$ cat config.mk
export PLATFORM = sky130hd
export DESIGN_NAME = regfile_sequencer
export DESIGN_NICKNAME = d
export VERILOG_FILES = /design/src/rtl/regfile_seq_pkg.sv /design/src/rtl/regfile_sequencer_lfsr.sv /design/src/rtl/regfile_sequencer.sv
export SDC_FILE = /design/constraint.sdc
export NUM_CORES = 1
export LEC_CHECK = 0
export ABC_AREA = 0
export CORE_UTILIZATION = 45
export DETAILED_ROUTE_END_ITERATION = 7
export PLACE_DENSITY = 0.85
export SETUP_SLACK_MARGIN = 0.4
export SYNTH_ARGS = -nofsm -noshare
export SYNTH_HDL_FRONTEND = slang
export SYNTH_HIERARCHICAL = 1
export SYNTH_SLANG_ARGS = --single-unit
$ cat constraint.sdc
create_clock -name clk -period 2.1 [get_ports clk]
set_input_delay 0.315 -clock clk [delete_from_list [all_inputs] [get_ports clk]]
set_output_delay 0.315 -clock clk [all_outputs]
set_load 0.005 [all_outputs]
$ cat src/rtl/regfile_seq_pkg.sv
// Shared types for the register-file fill/check/read sequencer:
// the sequencer state encoding and the LFSR tap-mask lookup.
package regfile_seq_pkg;

  typedef enum logic [1:0] {
    ST_IDLE  = 2'd0,
    ST_FILL  = 2'd1,
    ST_CHECK = 2'd2,
    ST_READ  = 2'd3
  } state_e;

  // Maximal-length Fibonacci taps for a left-shifting LFSR.
  // A set bit marks a state bit that is XORed into the new bit 0.
  function automatic logic [15:0] tap_mask(input int unsigned w);
    logic [15:0] m;
    case (w)
      4:       m = 16'h000C;
      5:       m = 16'h0014;
      6:       m = 16'h0030;
      7:       m = 16'h0060;
      8:       m = 16'h00B8;
      9:       m = 16'h0110;
      10:      m = 16'h0240;
      11:      m = 16'h0500;
      12:      m = 16'h0829;
      13:      m = 16'h100D;
      14:      m = 16'h2015;
      15:      m = 16'h6000;
      16:      m = 16'hD008;
      default: m = 16'h00B8;
    endcase
    return m;
  endfunction

endpackage

$ cat src/rtl/regfile_sequencer_lfsr.sv
// W-bit Fibonacci LFSR shifting left; load has priority over step.
module lfsr_gen
  import regfile_seq_pkg::*;
#(
  parameter int           W    = 8,
  parameter logic [W-1:0] SEED = 1
) (
  input  logic         clk,
  input  logic         rst_n,
  input  logic         load,
  input  logic [W-1:0] load_val,
  input  logic         step,
  output logic [W-1:0] q
);

  localparam logic [15:0]  TAPS_FULL = tap_mask(W);
  localparam logic [W-1:0] TAPS      = TAPS_FULL[W-1:0];

  logic feedback;

  assign feedback = ^(q & TAPS);

  // LFSR state: reload, advance, or hold
  always_ff @(posedge clk or negedge rst_n) begin
    if (!rst_n) begin
      q <= SEED;
    end else if (load) begin
      q <= load_val;
    end else if (step) begin
      q <= {q[W-2:0], feedback};
    end
  end

endmodule

$ cat src/rtl/regfile_sequencer.sv
// Register-file sequencer: fills registers 1..2^N-1 with LFSR words,
// optionally reads them back for verification, then serves paired reads.
// Optional readback check enabled by defining REGFILE_SEQ_CHECK_EN.
module regfile_sequencer
  import regfile_seq_pkg::*;
#(
  parameter int           N    = 4,
  parameter int           W    = 8,
  parameter logic [W-1:0] SEED = 1
) (
  input  logic         clk,
  input  logic         rst_n,
  input  logic         start,
  input  logic         next,
  output logic         we,
  output logic [N-1:0] addr_rd,
  output logic [W-1:0] data_in,
  output logic [N-1:0] addr_rs1,
  output logic [N-1:0] addr_rs2,
  input  logic [W-1:0] rs1,
  input  logic [W-1:0] rs2,
  output logic [W-1:0] rd1_q,
  output logic [W-1:0] rd2_q,
  output logic         busy
`ifdef REGFILE_SEQ_CHECK_EN
  ,
  output logic         err
`endif
);

  localparam logic [N-1:0] LAST = '1;
  localparam logic [N-1:0] ONE  = {{(N-1){1'b0}}, 1'b1};

  state_e       state;
  logic [N-1:0] k;
  logic [N-1:0] ptr;
  logic [W-1:0] lfsr_q;
  logic [W-1:0] lfsr_load_val;
  logic         lfsr_load;
  logic         lfsr_step;
  logic         start_ok;
  logic         fill_last;

  assign start_ok  = start && ((state == ST_IDLE) || (state == ST_READ));
  assign fill_last = (state == ST_FILL) && (k == LAST);
  assign busy      = (state == ST_FILL) || (state == ST_CHECK);

`ifdef REGFILE_SEQ_CHECK_EN
  logic [W-1:0] fill_seed;

  // The readback walk regenerates the pass from its seed, so rewind the
  // LFSR on the final write; after the walk it lands where FILL left it.
  assign lfsr_load     = fill_last;
  assign lfsr_load_val = fill_seed;
  assign lfsr_step     = (state == ST_FILL) || (state == ST_CHECK);

  // Capture the pass seed and track sticky readback mismatches
  always_ff @(posedge clk or negedge rst_n) begin
    if (!rst_n) begin
      fill_seed <= '0;
      err       <= 1'b0;
    end else if (start_ok) begin
      fill_seed <= lfsr_q;
      err       <= 1'b0;
    end else if ((state == ST_CHECK) && (rs1 != lfsr_q)) begin
      err <= 1'b1;
    end
  end
`else
  assign lfsr_load     = 1'b0;
  assign lfsr_load_val = '0;
  assign lfsr_step     = (state == ST_FILL);
`endif

  lfsr_gen #(
    .W    (W),
    .SEED (SEED)
  ) u_lfsr (
    .clk      (clk),
    .rst_n    (rst_n),
    .load     (lfsr_load),
    .load_val (lfsr_load_val),
    .step     (lfsr_step),
    .q        (lfsr_q)
  );

  // Sequencer FSM with its write index and read pointer
  always_ff @(posedge clk or negedge rst_n) begin
    if (!rst_n) begin
      state <= ST_IDLE;
      k     <= '0;
      ptr   <= '0;
    end else begin
      case (state)
        ST_IDLE: begin
          if (start) begin
            state <= ST_FILL;
            k     <= ONE;
          end
        end
        ST_FILL: begin
          if (k == LAST) begin
`ifdef REGFILE_SEQ_CHECK_EN
            state <= ST_CHECK;
            k     <= ONE;
`else
            state <= ST_READ;
            ptr   <= '0;
`endif
          end else begin
            k <= k + ONE;
          end
        end
`ifdef REGFILE_SEQ_CHECK_EN
        ST_CHECK: begin
          if (k == LAST) begin
            state <= ST_READ;
            ptr   <= '0;
          end else begin
            k <= k + ONE;
          end
        end
`endif
        ST_READ: begin
          if (start) begin
            state <= ST_FILL;
            k     <= ONE;
          end else if (next) begin
            ptr <= ptr + ONE;
          end
        end
        default: state <= ST_IDLE;
      endcase
    end
  end

  // Register-file port drive; everything idles at zero outside its state
  always_comb begin
    we       = 1'b0;
    addr_rd  = '0;
    data_in  = '0;
    addr_rs1 = '0;
    addr_rs2 = '0;
    case (state)
      ST_FILL: begin
        we      = 1'b1;
        addr_rd = k;
        data_in = lfsr_q;
      end
`ifdef REGFILE_SEQ_CHECK_EN
      ST_CHECK: addr_rs1 = k;
`endif
      ST_READ: begin
        addr_rs1 = ptr;
        addr_rs2 = ptr + ONE;
      end
      default: ;
    endcase
  end

  // Read data capture: sample every READ cycle, hold otherwise
  always_ff @(posedge clk or negedge rst_n) begin
    if (!rst_n) begin
      rd1_q <= '0;
      rd2_q <= '0;
    end else if (state == ST_READ) begin
      rd1_q <= rs1;
      rd2_q <= rs2;
    end
  end

endmodule

=== After elaboration in Yosys (flattened, before gate mapping) ===
Cells that the tools add are included.

* Muxes and demuxes: 15
* Reductions and logical operators: 9
* Add/sub/neg operators: 2
* Equality and inequality tests: 9

{| class="wikitable"
|+ Operators by type and width
! kind !! count
|-
| 4-bit 2-to-1 mux || 8
|-
| 4-bit one-hot mux with 2 select lines || 2
|-
| 4-bit by 1-bit adder with 4-bit output, second input constant || 2
|-
| 8-bit 2-to-1 mux || 1
|-
| 8-bit parity || 1
|-
| 2-bit inequality test, second input constant || 3
|-
| 2-bit == test, second input constant || 2
|-
| 4-bit == test, second input constant || 1
|-
| 2-bit 2-to-1 mux || 2
|-
| 2-bit by 1-bit inequality test with 1-bit output, second input constant || 2
|-
| 2-bit one-hot mux with 2 select lines || 1
|-
| 4-bit AND reduction || 1
|-
| 2-bit nonzero test || 2
|-
| 3-bit AND reduction || 1
|-
| 2-bit by 1-bit == test with 1-bit output, second input constant || 1
|-
| 2-bit zero test || 1
|-
| 2-bit AND reduction || 1
|-
| 2-bit OR reduction || 1
|-
| 1-bit logical OR || 1
|-
| 1-bit 2-to-1 mux || 1
|}

* Bits of input ports: 20
* Flip-flop bits (word level): 34

=== Logic depth before layout (Yosys ltp) ===
Gate-level depths: netlist of run 1.

* Word-level depth: 4
* Gate-level depth with buffers: 6

=== Hierarchy ===
Netlist of run 1, hierarchy kept.

{| class="wikitable"
|+ Modules (own cells, without submodules)
! module !! cells an instance !! sequential area each (sq um) !! area an instance (sq um) !! times used
|-
| regfile_sequencer || 107 || 650.6 || 1316.3 || 1
|-
| lfsr_gen || 38 || 201.4 || 395.4 || 1
|}

=== Least setup slack after synthesis of run 1 ===
No wires, ideal clock.

* Kind: register -> register
* Start: reg state[0]
* End: reg state[1]
* Setup time: 125 ps
* Data required time: 1975 ps
* Setup slack: 441 ps
* Period minus slack after synthesis: 1659 ps
* Cell stages (with the launch flop): 7
* Buffers on the path: 1
* Arrival: 1535 ps
* Cell sequence: dfrtp_1 -> inv_1 -> ha_1 -> buf_6 -> inv_1 -> a2bb2oi_1 -> mux2_2

* Longest elaborated chain between the ends: 4
* Elaborated cells between the ends (all ways): 8

{| class="wikitable"
|+ RTL lines
! element !! RTL line !! text
|-
| from (decl) || regfile_sequencer.sv:34 || <nowiki>state_e state;</nowiki>
|-
| from (signal assigned) || regfile_sequencer.sv:90 || <nowiki>state <= ST_IDLE;</nowiki>
|-
| from (signal assigned) || regfile_sequencer.sv:97 || <nowiki>state <= ST_FILL;</nowiki>
|-
| from (signal assigned) || regfile_sequencer.sv:107 || <nowiki>state <= ST_READ;</nowiki>
|-
| 2-bit == test / 2-bit zero test (equally long branches) || regfile_sequencer.sv:94 || <nowiki>case (state)</nowiki>
|-
| 2-bit OR reduction (no line) || n/a ||
|-
| 2-bit by 1-bit inequality test with 1-bit output (no line) || n/a ||
|-
| 2-bit AND reduction (no line) || n/a ||
|}

Several ways; a longest one is shown, not always the timed one.
A chain may end at the register's enable or synchronous reset.

=== Final worst setup path of run 1 ===
* Start: reg state[0]
* End: out addr_rs2[3]

* Longest elaborated chain between the ends: 2

{| class="wikitable"
|+ RTL lines
! element !! RTL line !! text
|-
| 2-bit == test || regfile_sequencer.sv:144 || <nowiki>case (state)</nowiki>
|-
| 4-bit 2-to-1 mux || regfile_sequencer.sv:144 ||
|-
| to (decl) || regfile_sequencer.sv:19 || <nowiki>output logic [N-1:0] addr_rs2,</nowiki>
|}

Every way passes these cells.

==> results of run 1 <==
## power by group through the flow
stage / clock network [mW] / registers, mW / logic, mW
after floorplan: 0 / 1.11 / 0.871
after global placement: 0 / 1.12 / 1.66
after detailed placement: 0 / 1.14 / 1.68
after CTS: 0.514 / 1.13 / 2.05
after global routing: 0.547 / 1.17 / 2.52
final: 0.504 / 1.13 / 2.35
## sequential cells by signal (all words and copies together) (netlist names)
register  cells
rd2_q         8
rd1_q         8
state         2
ptr           4
u_lfsr/q      8
k             4
## layout by cell type, fill, tap and decap left out, drive strengths merged, types with 4 or more instances in the layout
master / instances
o21ai: 11
o31ai: 4
clkbuf: 6
conb: 16
clkdlybuf4s50: 35
ha: 6
mux2: 22
nand2: 8
mux2i: 9
dfrtp: 33
buf: 47
and2: 18
## timing repair
item / CTS / global route
resized for setup: 121 / 30
pin swaps: 5 / 5
cloned: 1 / 0
hold buffers: 0 / 0
setup endpoints to repair: 28 / 29
setup buffers: 16 / 4
## metrics by stage
| stage | hold WS [ns] | util, % |
|---|---|---|
| 3_3_place_gp | 0.489 | 65.6 |
| 5_1_grt | 0.491 | 77.4 |
| 2_1_floorplan | 0.0194 | - |
| 3_5_place_dp | 0.495 | 65.6 |
| 4_1_cts | 0.440 | 73.1 |
| 6_report | 0.430 | 77.4 |
## kinds of logic (layout without fill, tap and decap cells)
group	after synthesis	in the layout	share of synthesized area, %
compound gates	20	20	7.38
xor+xnor	4	4	2.05
fa+ha+maj	6	6	4.39
buf+inv	10	95	3.14
flops	34	34	49.8
mux	31	31	20.0
other cells	1	16	0.219
simple gates	39	39	13.1
## cell type report
type                       count  area share [%]
multi-input combinational    116            35.6
sequential                    34            30.2
timing repair buffer          84            28.1
clock buffer                   6            2.91
tap                           48            2.12
inverter                       3           0.662
clock inverter                 2           0.442
## metal layers
layer  up-vias  GRT usage (%)
li1        676              -
met3         8           4.71
met5         -              0
met4         0           8.52
met1       687           26.9
met2        44           33.8
## worst paths after layout
path                            cells after the start                       to  slack, ns            startpoint
worst min-delay path                                2  u_lfsr/q[3]$_DFFE_PN0P_       0.43                 rst_n
max in group asynchronous                           2  u_lfsr/q[0]$_DFFE_PN1P_       1.33                 rst_n
worst min register to register                      1     rd1_q[7]$_DFFE_PN0N_       0.51  rd1_q[7]$_DFFE_PN0N_
worst max register to register                      9       ptr[3]$_DFFE_PN0P_       0.33  state[1]$_DFFE_PN0P_
min in group clk                                    1     rd1_q[7]$_DFFE_PN0N_       0.51  rd1_q[7]$_DFFE_PN0N_
worst max-delay path                                4              addr_rs2[3]       0.32  state[0]$_DFFE_PN0P_
## synth_stat cells
cell type / n / area (um^2)
dfrtp_1: 33 / 826
mux2_2: 22 / 248
and2_1: 18 / 113
o21ai_0: 10 / 50.1
mux2i_1: 8 / 80.1
nand2_1: 8 / 30.0
ha_1: 6 / 75.1
buf_2: 4 / 20.0
o31ai_1: 4 / 30.0
inv_1: 3 / 11.3
nand3_1: 3 / 15.0
xor2_1: 3 / 26.3
nand2b_1: 2 / 12.5
nor2b_1: 2 / 12.5
a21oi_1: 1 / 5.00
a22oi_2: 1 / 12.5
a2bb2oi_1: 1 / 8.76
a31oi_1: 1 / 6.26
and4_1: 1 / 8.76
buf_4: 1 / 7.51
buf_6: 1 / 11.3
clkbuf_1: 1 / 3.75
conb_1: 1 / 3.75
dfstp_2: 1 / 26.3
mux2i_2: 1 / 13.8
nand3b_1: 1 / 7.51
nor2_1: 1 / 3.75
nor3b_1: 1 / 7.51
o21ai_1: 1 / 5.00
o41ai_1: 1 / 8.76
or2_1: 1 / 6.26
or2b_1: 1 / 7.51
xnor2_1: 1 / 8.76
==> metrics.md, run 1 <==
| Metric | Value |
|---|---|
| Outcome | completed |
| Max incr delay on CP | 0.46 ns |
| Wl on met1 | 1.75 mm |
| Largest net degree at the start of global routing | 35 |
| WL met2 | ~2.1 mm |
| Sequential power share | between 20 and 30% |
| ANT nets after route | 0 |
| DR vias | 1415 |
| Crit-path leading delay family | flip-flops |
| Peak supply drop | 0.956 mV |
| Final hold vios | 0 |
| Starting DRT DRC Count | 41 |
| Pre-CTS setup slack | around 0.19 ns |
| CP cell instances | ha_4 -> nor2b_4 -> mux2_4 -> buf_6 |
| Total wire length | 4.09 mm |
| Total of max-cap violations | 0 |
| Post-route cell area | between 2000 and 3000 um^2 |
| CP Capture Type | output port |
| WS Path Type | reg2out |
| DP HPWL | 2.47 mm |
| CTS H-tree depth | 2 |
| Setup TNS | 0 ns |
| Share of layout cells above drive strength 1 | 44.5% |
| Clock Pin Slew Worst Setup and Hold Paths | 0.07 ns |
| Pint | approximately 2.7 mW |
| CTS max path bufs | 2 |
| Initial antenna violation count | 0 |
| Total GRT Usage | 20.9% |
| Vias/cell | 4.83 |
| Switch Pwr | 1.27 mW |
| Post-route DRC violation count | 0 |
| Cells after DPL | 264 |
| DR top layer | met4 |
| GP Congestion | around 0.73 |
| IO Count | 58 |
| Largest fanout on the critical path | 5 |
| Die Y | 63.7 um |
| Pwr/cell area | about 1400 nW/um^2 |
| Wirelength per Cell | 14.0 um |
| Global-route wire length before repair | 6.38 mm |
| Crit path DAT | 1.46 ns |
| Placed standard-cell area | 2400 um^2 |
| Clock power frac | 12.6% |
| Critical path buffer and inverter count | 1 |
| Switching share of power | 31.7% |
| Total power | 3.99 mW |
| Final net count | 270 |
| Ant. Diodes | 0 |
| Wire length on met3 | 158 um |
| Die area | between 4000 and 5000 um^2 |
| Clock root buffer | clkbuf_8 |
| Post-Syn Instances | 145 |
| Grt ovf | 0 |
| Post-Syn Area | 1710 um^2 |
| Row cnt | 22 |
| Register area | between 800 and 900 um^2 |
| Synth Area per Inst | 11.8 um^2 |
| Ratio of final minimum period to clock period | 84.6% |
| Worst EP required | 1.78 ns |
| PortBufs | 57 |
| Min cycle time layout | 1.78 ns |
| Final worst setup slack | 0.324 ns |
| Hold Crit Class | in2async |
| Fin cells | 293 |
| Initial core utilization | approximately 47% |
| Clk Latency, worst-skew pair | 0.29 ns |
| Setup crit start kind | flip-flop |
| Sequential area share after synthesis | roughly 50% |
| Critical-path cell with the highest stage delay | dfrtp_2 |
| Die X | 63.7 um |
| Fillers | 255 |
| YS warnings | 6 |
| CORE AREA | 3660 um^2 |
| Combinational power share | 59.0% |
| Multi-input gate area | approximately 1000 um^2 |
| Max-slew violation count | 0 |
| P&R area growth vs syn | 65.6% |
| Num Clock Sinks | 34 |
| Post-synth cell types | 33 |
| Unrepaired setup endpoints after global routing | true |
| Synth Register Bits | 34 |
| Setup violations, final | 0 |
| Clock Skew | 0.00652 ns |
| Router iterations before antenna repair | 4 |
| Vias in the first global route | approximately 1300 |
| Fmax | around 0.56 GHz |
| Leakage | 1.30 nW |
| CTS buffer count | 5 |
| CTS tree | done |
Power figures use the tool's default switching activity.
==> inputs of run 2 (changes only) <==
clock period = 1.7 ns   (was 2.1 ns; I/O delays follow)
==> metrics.md, run 2 (same netlist as run 1, synthesis figures left out) <==
| Metric | Value |
|---|---|
| CTS Hold Bufs | 0 (unchanged) |
| Ratio of final minimum period to clock period | 112% |
| WS Path Type | reg2reg |
| GP Congestion | 0.804 (+10%) |
| Final hold vios | 0 (unchanged) |
| Router iterations before antenna repair | 4 (unchanged) |
| Leakage | 1.55 nW (+18%) |
| Fillers | 168 (-34%) |
| Fin cells | 306 (+4.4%) |
| CTS max path bufs | 2 (unchanged) |
| R2r setup slk | -0.20 ns (-0.53 ns) |
| Fmax | about 0.53 GHz |
| Commonest non-fill, non-tap cell in the layout | buf_6 |
| Wl on met1 | 2.29 mm (+31%) |
| Initial antenna violation count | 0 (unchanged) |
| Critical-path cell with the highest stage delay | dfrtp_2 |
| Placed standard-cell area | 2550 um^2 (+6.0%) |
| Setup violations, final | 18 (+18) |
| Num Clock Sinks | 34 (unchanged) |
| Clock Pin Slew Worst Setup and Hold Paths | 0.07 ns (about the same) |
| DR top layer | met4 |
| Outcome | finished with violations |
| P&R area growth vs syn | 89.5% |
| Vias/cell | 5.22 (+8.1%) |
| Crit path from | state[0]$_DFFE_PN0P_ |
| CTS buffer count | 5 (unchanged) |
| CTS tree | done |
| IO Count | 58 (unchanged) |
| Biggest regs | rd1_q x8, rd2_q x8, u_lfsr/q x8 |
| Register area | 855 um^2 (unchanged) |
| Total GRT Usage | 28.0% (+7.0 points) |
| CP Capture Type | flip-flop |
| Starting DRT DRC Count | 99 (+140%) |
| Pwr/cell area | 1860 nW/um^2 (+32%) |
| DP HPWL | 2.69 mm (+8.9%) |
| Largest net degree at the start of global routing | 35 (unchanged) |
| Combinational power share | 63.6% (+4.6 points) |
| Critical path buffer and inverter count | 4 (+3) |
| Switch Pwr | 2.02 mW (+59%) |
| Row cnt | 22 (unchanged) |
| Die X | 63.7 um (unchanged) |
| Total of max-cap violations | 0 (unchanged) |
| Hold Crit Class | in2async |
| Crit-path leading delay family | buffers and inverters |
| Cells after DPL | 276 (+4.5%) |
| Max-slew violation count | 0 (unchanged) |
| DR vias | 1597 (+13%) |
| Vias in the first global route | 1588 (+20%) |
| CP cell instances | buf_4 -> buf_6 -> inv_4 -> ha_4 -> mux2i_4 -> buf_4 -> o31ai_1 -> o21ai_0 |
| Wire length on met3 | 225 um (+42%) |
| Global-route wire length before repair | 8.25 mm (+29%) |
| Max incr delay on CP | 0.45 ns (about the same) |
| Share of layout cells above drive strength 1 | 51.9% (+7.4 points) |
| Die Y | 63.7 um (unchanged) |
| Switching share of power | 33.4% (+1.6 points) |
| Final net count | 284 (+5.2%) |
| Setup crit start kind | flip-flop |
| Crit path DAT | 2.05 ns (+0.59 ns) |
| Total wire length | 5.79 mm (+41%) |
| Failing checks | setup timing |
| Final worst setup slack | -0.200 ns (-0.524 ns) |
| Most frequent cells in the layout | buf_6, dfrtp_1, mux2_4, clkdlybuf4s50_1 |
| Die area | 4050 um^2 (unchanged) |
| CP most frequent cell | buf_4 |
| Clock root buffer | clkbuf_8 |
| Clk Latency, worst-skew pair | 0.29 ns (about the same) |
| Multi-input gate area | 1160 um^2 (+15%) |
| Clock Skew | 0.00853 ns (+0.00202 ns) |
| ANT nets after route | 0 (unchanged) |
| CORE AREA | 3660 um^2 (unchanged) |
| Wirelength per Cell | 18.9 um (+35%) |
| Grt ovf | 0 (unchanged) |
| CTS H-tree depth | 2 (unchanged) |
| Largest fanout on the critical path | 5 (unchanged) |
| Pint | 4.02 mW (+48%) |
| Unrepaired setup endpoints after global routing | true |
| Reg2reg start | state[0]$_DFFE_PN0P_ |
| Min cycle time layout | 1.90 ns |
| Peak supply drop | 1.14 mV (+20%) |
| Post-route DRC violation count | 0 (unchanged) |
| PortBufs | 57 (unchanged) |
| Clock power frac | 12.6% (about the same) |
| Final hold slack | 0.332 ns (-0.0980 ns) |
| Ant. Diodes | 0 (unchanged) |
| Sequential power share | 23.7% (-4.7 points) |
| Post-route cell area | 3240 um^2 (+14%) |
| Initial core utilization | 46.8% (unchanged) |
| WL met2 | 3.07 mm (+44%) |
| Worst EP required | 1.85 ns (+0.07 ns) |
## run 2: changes by cell type in the layout (fill, tap and decap cells not counted), moves of 4 or more
cell,previous run,this run
buf_6,24,37
buf_12,0,4
clkdlybuf4s50_1,35,19
mux2_4,5,22
mux2_2,17,0
o21ai_1,4,8
o21ai_0,7,2
dlygate4sd2_1,2,16
## run 2: worst paths after layout
path | to | depth (start not counted)
max reg2reg | k[0]$_DFFE_PN0P_ | 8
min in group clk | rd2_q[0]$_DFFE_PN0N_ | 1
min reg2reg | rd2_q[0]$_DFFE_PN0N_ | 1
max in group asynchronous | u_lfsr/q[0]$_DFFE_PN1P_ | 2
min | k[3]$_DFFE_PN0P_ | 2
max | k[0]$_DFFE_PN0P_ | 8
## run 2: timing repair
action | CTS | global route
gates cloned | 2 | 0
pin swaps | 17 | 12
setup endpoints to repair | 67 | 56
resized for setup | 189 | 32
setup buffers | 17 | 4
## run 2: routing by layer
metal | track usage, % | vias to the layer above
met5 | 0 | -
met3 | 6.52 | 19
met1 | 32.1 | 804
met4 | 9.09 | 0
li1 | - | 713
met2 | 50.5 | 61
## run 2: area by class of cell
| class | count | area share, % |
|---|---|---|
| multi-input cells | 116 | 35.8 |
| well taps | 48 | 1.85 |
| flip-flops and latches | 34 | 26.4 |
| inverters | 3 | 0.502 |
| clock buffers | 6 | 2.55 |
| clock inverters | 1 | 0.926 |
| repair buffers | 98 | 32.0 |
## run 2: power groups by stage
| stage | Sequential (mW) | Clock [mW] | Combinational [mW] |
|---|---|---|---|
| final | 1.43 | 0.763 | 3.84 |
| after global routing | 1.47 | 0.811 | 4.03 |
| after CTS | 1.39 | 0.774 | 3.32 |
| after detailed placement | 1.38 | 0 | 2.39 |
| after global placement | 1.35 | 0 | 2.33 |
| after floorplan | 1.37 | 0 | 1.16 |
## run 2: worst reg2reg max path, stage by stage, from the launching register on
cell and delay [ns]:
dfrtp_2 0.45, buf_4 0.15, buf_6 0.11, inv_4 0.06, ha_4 0.22, mux2i_4 0.24
buf_4 0.17, o31ai_1 0.22, o21ai_0 0.15
## run 2: per-stage QoR
| step | util (%) | total power, mW | TNS [ns] | worst slack (ns) |
|---|---|---|---|---|
| after floorplan | - | 2.53 | 0 | 0.167 |
| after global placement | 69.5 | 3.68 | -0.0256 | -0.0170 |
| after detailed placement | 69.5 | 3.77 | -0.453 | -0.0485 |
| after CTS | 83.9 | 5.48 | -0.902 | -0.0970 |
| after global routing | 88.6 | 6.31 | -2.16 | -0.251 |
| final | 88.6 | 6.04 | -1.34 | -0.200 |
==> inputs of run 3 (changes only) <==
CORE_UTILIZATION = 44   (was 45)
MAX_ROUTING_LAYER = met4   (was default)
PLACE_DENSITY = 0.84   (was 0.85)
SYNTH_HIERARCHICAL = default   (was 1)
==> metrics.md, run 3 <==
| Metric | Value |
|---|---|
| Final net count | 262 (-7.7%) |
| Worst-Margin Slew | approximately 0.44 ns |
| CTS Hold Bufs | 0 (unchanged) |
| Main synth FF type | dfrtp_1 |
| Ratio of final minimum period to clock period | 108% (-4.0 points) |
| Die area | 3990 um^2 (-1.6%) |
| Largest cells by area after synthesis | dfrtp_1, mux2_2, and2_1 |
| Clock Pin Slew Worst Setup and Hold Paths | 0.07 ns (about the same) |
| CTS H-tree depth | 2 (unchanged) |
| Clock root buffer | clkbuf_8 |
| Compound-gate portion of the synthesized area | 8.82% (+1.4 points) |
| Final worst setup slack | -0.132 ns (+0.0681 ns) |
| XOR/XNOR Fraction of Synth Area | 2.13% (+0.082 points) |
| WS Path Type | reg2reg |
| Ant. Diodes | 0 (unchanged) |
| Die X | 63.2 um (-0.82%) |
| Wirelength per Cell | 19.5 um (+3.3%) |
| Synth Area per Inst | 12.8 um^2 (+8.0%) |
| Max-slew violation count | 0 (unchanged) |
| Pre-CTS setup slack | -0.146 ns (-0.0975 ns) |
| CTS max path bufs | 2 (unchanged) |
| Final hold vios | 0 (unchanged) |
| Leakage | 1.44 nW (-6.8%) |
| DP HPWL | 2.70 mm (+0.34%) |
| Setup crit start kind | flip-flop |
| CTS buffer count | 5 (unchanged) |
| Commonest non-fill, non-tap cell in the layout | buf_6 |
| Hold Crit Class | in2async |
| Share of layout cells above drive strength 1 | 58.6% (+6.7 points) |
| Vias in the first global route | 1583 (-0.31%) |
| PortBufs | 57 (unchanged) |
| Mux cell area share after synthesis | 17.2% (-2.8 points) |
| Top-count cell post-synth | dfrtp_1 |
| Unrepaired setup endpoints after global routing | true |
| Post-Syn Area | 1650 um^2 (-3.9%) |
| Initial core utilization | 47.4% (+0.69 points) |
| Global-route wire length before repair | 8.29 mm (+0.50%) |
| Post-synth EDFFs | 0 (unchanged) |
| Grt ovf | 0 (unchanged) |
| Post-Synth Adder-Cell Area | 4.56% (+0.18 points) |
| Biggest regs | rd1_q x8, rd2_q x8, u_lfsr.q x8 |
| CORE AREA | 3470 um^2 (-5.3%) |
| Top-area cell type share of the netlist area | 50.2% (+1.9 points) |
| Clock Skew | 0.00592 ns (-0.00261 ns) |
| Setup violations, final | 16 (-2) |
| Total wire length | 5.53 mm (-4.5%) |
| Final hold slack | 0.387 ns (+0.0548 ns) |
| Num Clock Sinks | 34 (unchanged) |
| Post-synth top cells | dfrtp_1, and2_1, mux2_2 |
| Row cnt | 21 (-4.5%) |
| Setup TNS | -0.765 ns (+0.579 ns) |
| YS warnings | 0 (-6) |
| Fillers | 182 (+8.3%) |
| IO Count | 58 (unchanged) |
| Pwr/cell area | 1900 nW/um^2 (+2.1%) |
| GP Congestion | 0.824 (+2.4%) |
| Router iterations before antenna repair | 6 (+2) |
| Initial antenna violation count | 0 (unchanged) |
| Main combinational cell family by area after synthesis | multiplexers |
| Vias/cell | 5.17 (-0.95%) |
| Simple-Gate Fraction of Synth Area | 13.1% (about the same) |
| ANT nets after route | 0 (unchanged) |
| Synthesized Nets | 155 |
| Sequential area share after synthesis | 51.8% (+2.0 points) |
| R2R cell count | 7 (-1) |
| Crit path DAT | 1.99 ns (-0.06 ns) |
| CP Capture Type | flip-flop |
| Peak supply drop | 1.30 mV (+14%) |
| Fmax | 0.546 GHz (+3.7%) |
| Synth Register Bits | 34 (unchanged) |
| Post-route DRC violation count | 0 (unchanged) |
| Largest net degree at the start of global routing | 35 (unchanged) |
| Post-Syn Instances | 129 (-11%) |
| Slew headroom | 70.7% |
| Starting DRT DRC Count | 56 (-43%) |
| FFs w/ async S/R, synth | 100% (unchanged) |
| Total GRT Usage | 29.4% (+1.4 points) |
| Cell accounting for the most synthesized area | dfrtp_1 |
| Die Y | 63.2 um (-0.82%) |
| Worst EP required | 1.86 ns (about the same) |
| DR vias | 1463 (-8.4%) |
| CTS tree | done |
| Most frequent cells in the layout | buf_6, dfrtp_1, buf_4, clkdlybuf4s50_1, dlygate4sd2_1 |
| Clk Latency, worst-skew pair | 0.28 ns (about the same) |
| Outcome | finished with violations |
| Largest fanout on the critical path | 7 (+2) |
| P&R area growth vs syn | 79.5% |
| Post-synth cell types | 31 (-6.1%) |
| Min cycle time layout | 1.83 ns (-0.0681 ns) |
| Total of max-cap violations | 0 (unchanged) |
| Failing checks | setup timing |
-- run 3: cell count changes in the layout (fill, tap and decap cells not counted), moves of 6 or more --
| cell | delta |
|---|---|
| nand2_1 | -7 |
| conb_1 | -16 |
| mux2_2 | +9 |
| buf_4 | +7 |
| mux2_4 | -9 |
| a21o_1 | +7 |
| o21ai_1 | -6 |
-- run 3: critical path, stage by stage, from the launching register on --
cell      delay, ns
dfrtp_2        0.47
ha_4           0.20
buf_6          0.12
buf_8          0.12
buf_6          0.12
nand2b_4       0.13
a22oi_4        0.22
mux2_4         0.33
-- run 3: timing repair --
action	CTS	global route
pin swaps	12	6
endpoints found under the setup margin	63	56
resized for setup	177	15
endpoints found under the hold margin	0	0
buffers inserted	30	5
-- run 3: cells by family after synthesis --
| logic type | Yosys count |
|---|---|
| AO/OA/AOI/OAI | 18 |
| multiplexers | 24 |
| XOR/XNOR | 4 |
| AND/OR/NAND/NOR | 34 |
| buffers and inverters | 9 |
| adder cells (fa/ha/maj) | 6 |
| flip-flops | 34 |
-- run 3: report_power, final --
group          internal (mW)  switching [mW]  total, mW
Combinational           2.21            1.33       3.55
Clock                  0.289           0.297      0.586
Sequential              1.18           0.304       1.48
-- run 3: routing by layer --
layer | vias to the layer above | GRT usage (%) | wire length (um)
met2 | 60 | 52.8 | 3070
met5 | - | - | 0
li1 | 657 | - | -
met3 | 6 | 6.70 | 235
met1 | 740 | 30.8 | 2140
met4 | 0 | 11.3 | 80
-- run 3: metrics by stage --
step                area [um^2]  util, %  total power, mW  instances
finish                     2950     85.2             5.62        283
global route               2950     85.2             5.88        283
CTS                        2860     82.5             5.18        278
detailed placement         2370     68.5             3.74        240
global placement           2370     68.5             3.63        240
floorplan                  1680        -             2.59        129
-- run 3: area by class of cell --
cell class	count	area (um^2)	area share [%]
timing repair buffer	105	1020	34.4
multi-input combinational	86	918	31.1
sequential	34	855	28.9
clock buffer	6	72.6	2.46
tap	46	57.6	1.95
inverter	4	21.3	0.720
clock inverter	2	13.8	0.466
-- run 3: final timing paths --
path	startpoint	endpoint	slack (ns)
worst min-delay path	rst_n	k[3]$_DFFE_PN0P_	0.39
worst max-delay path	state[0]$_DFFE_PN0P_	ptr[2]$_DFFE_PN0P_	-0.13
max in group asynchronous	rst_n	u_lfsr.q[0]$_DFFE_PN1N_	0.97
worst max register to register	state[0]$_DFFE_PN0P_	ptr[2]$_DFFE_PN0P_	-0.13
min in group clk	u_lfsr.q[2]$_DFFE_PN0N_	u_lfsr.q[2]$_DFFE_PN0N_	0.49
worst min register to register	u_lfsr.q[2]$_DFFE_PN0N_	u_lfsr.q[2]$_DFFE_PN0N_	0.49
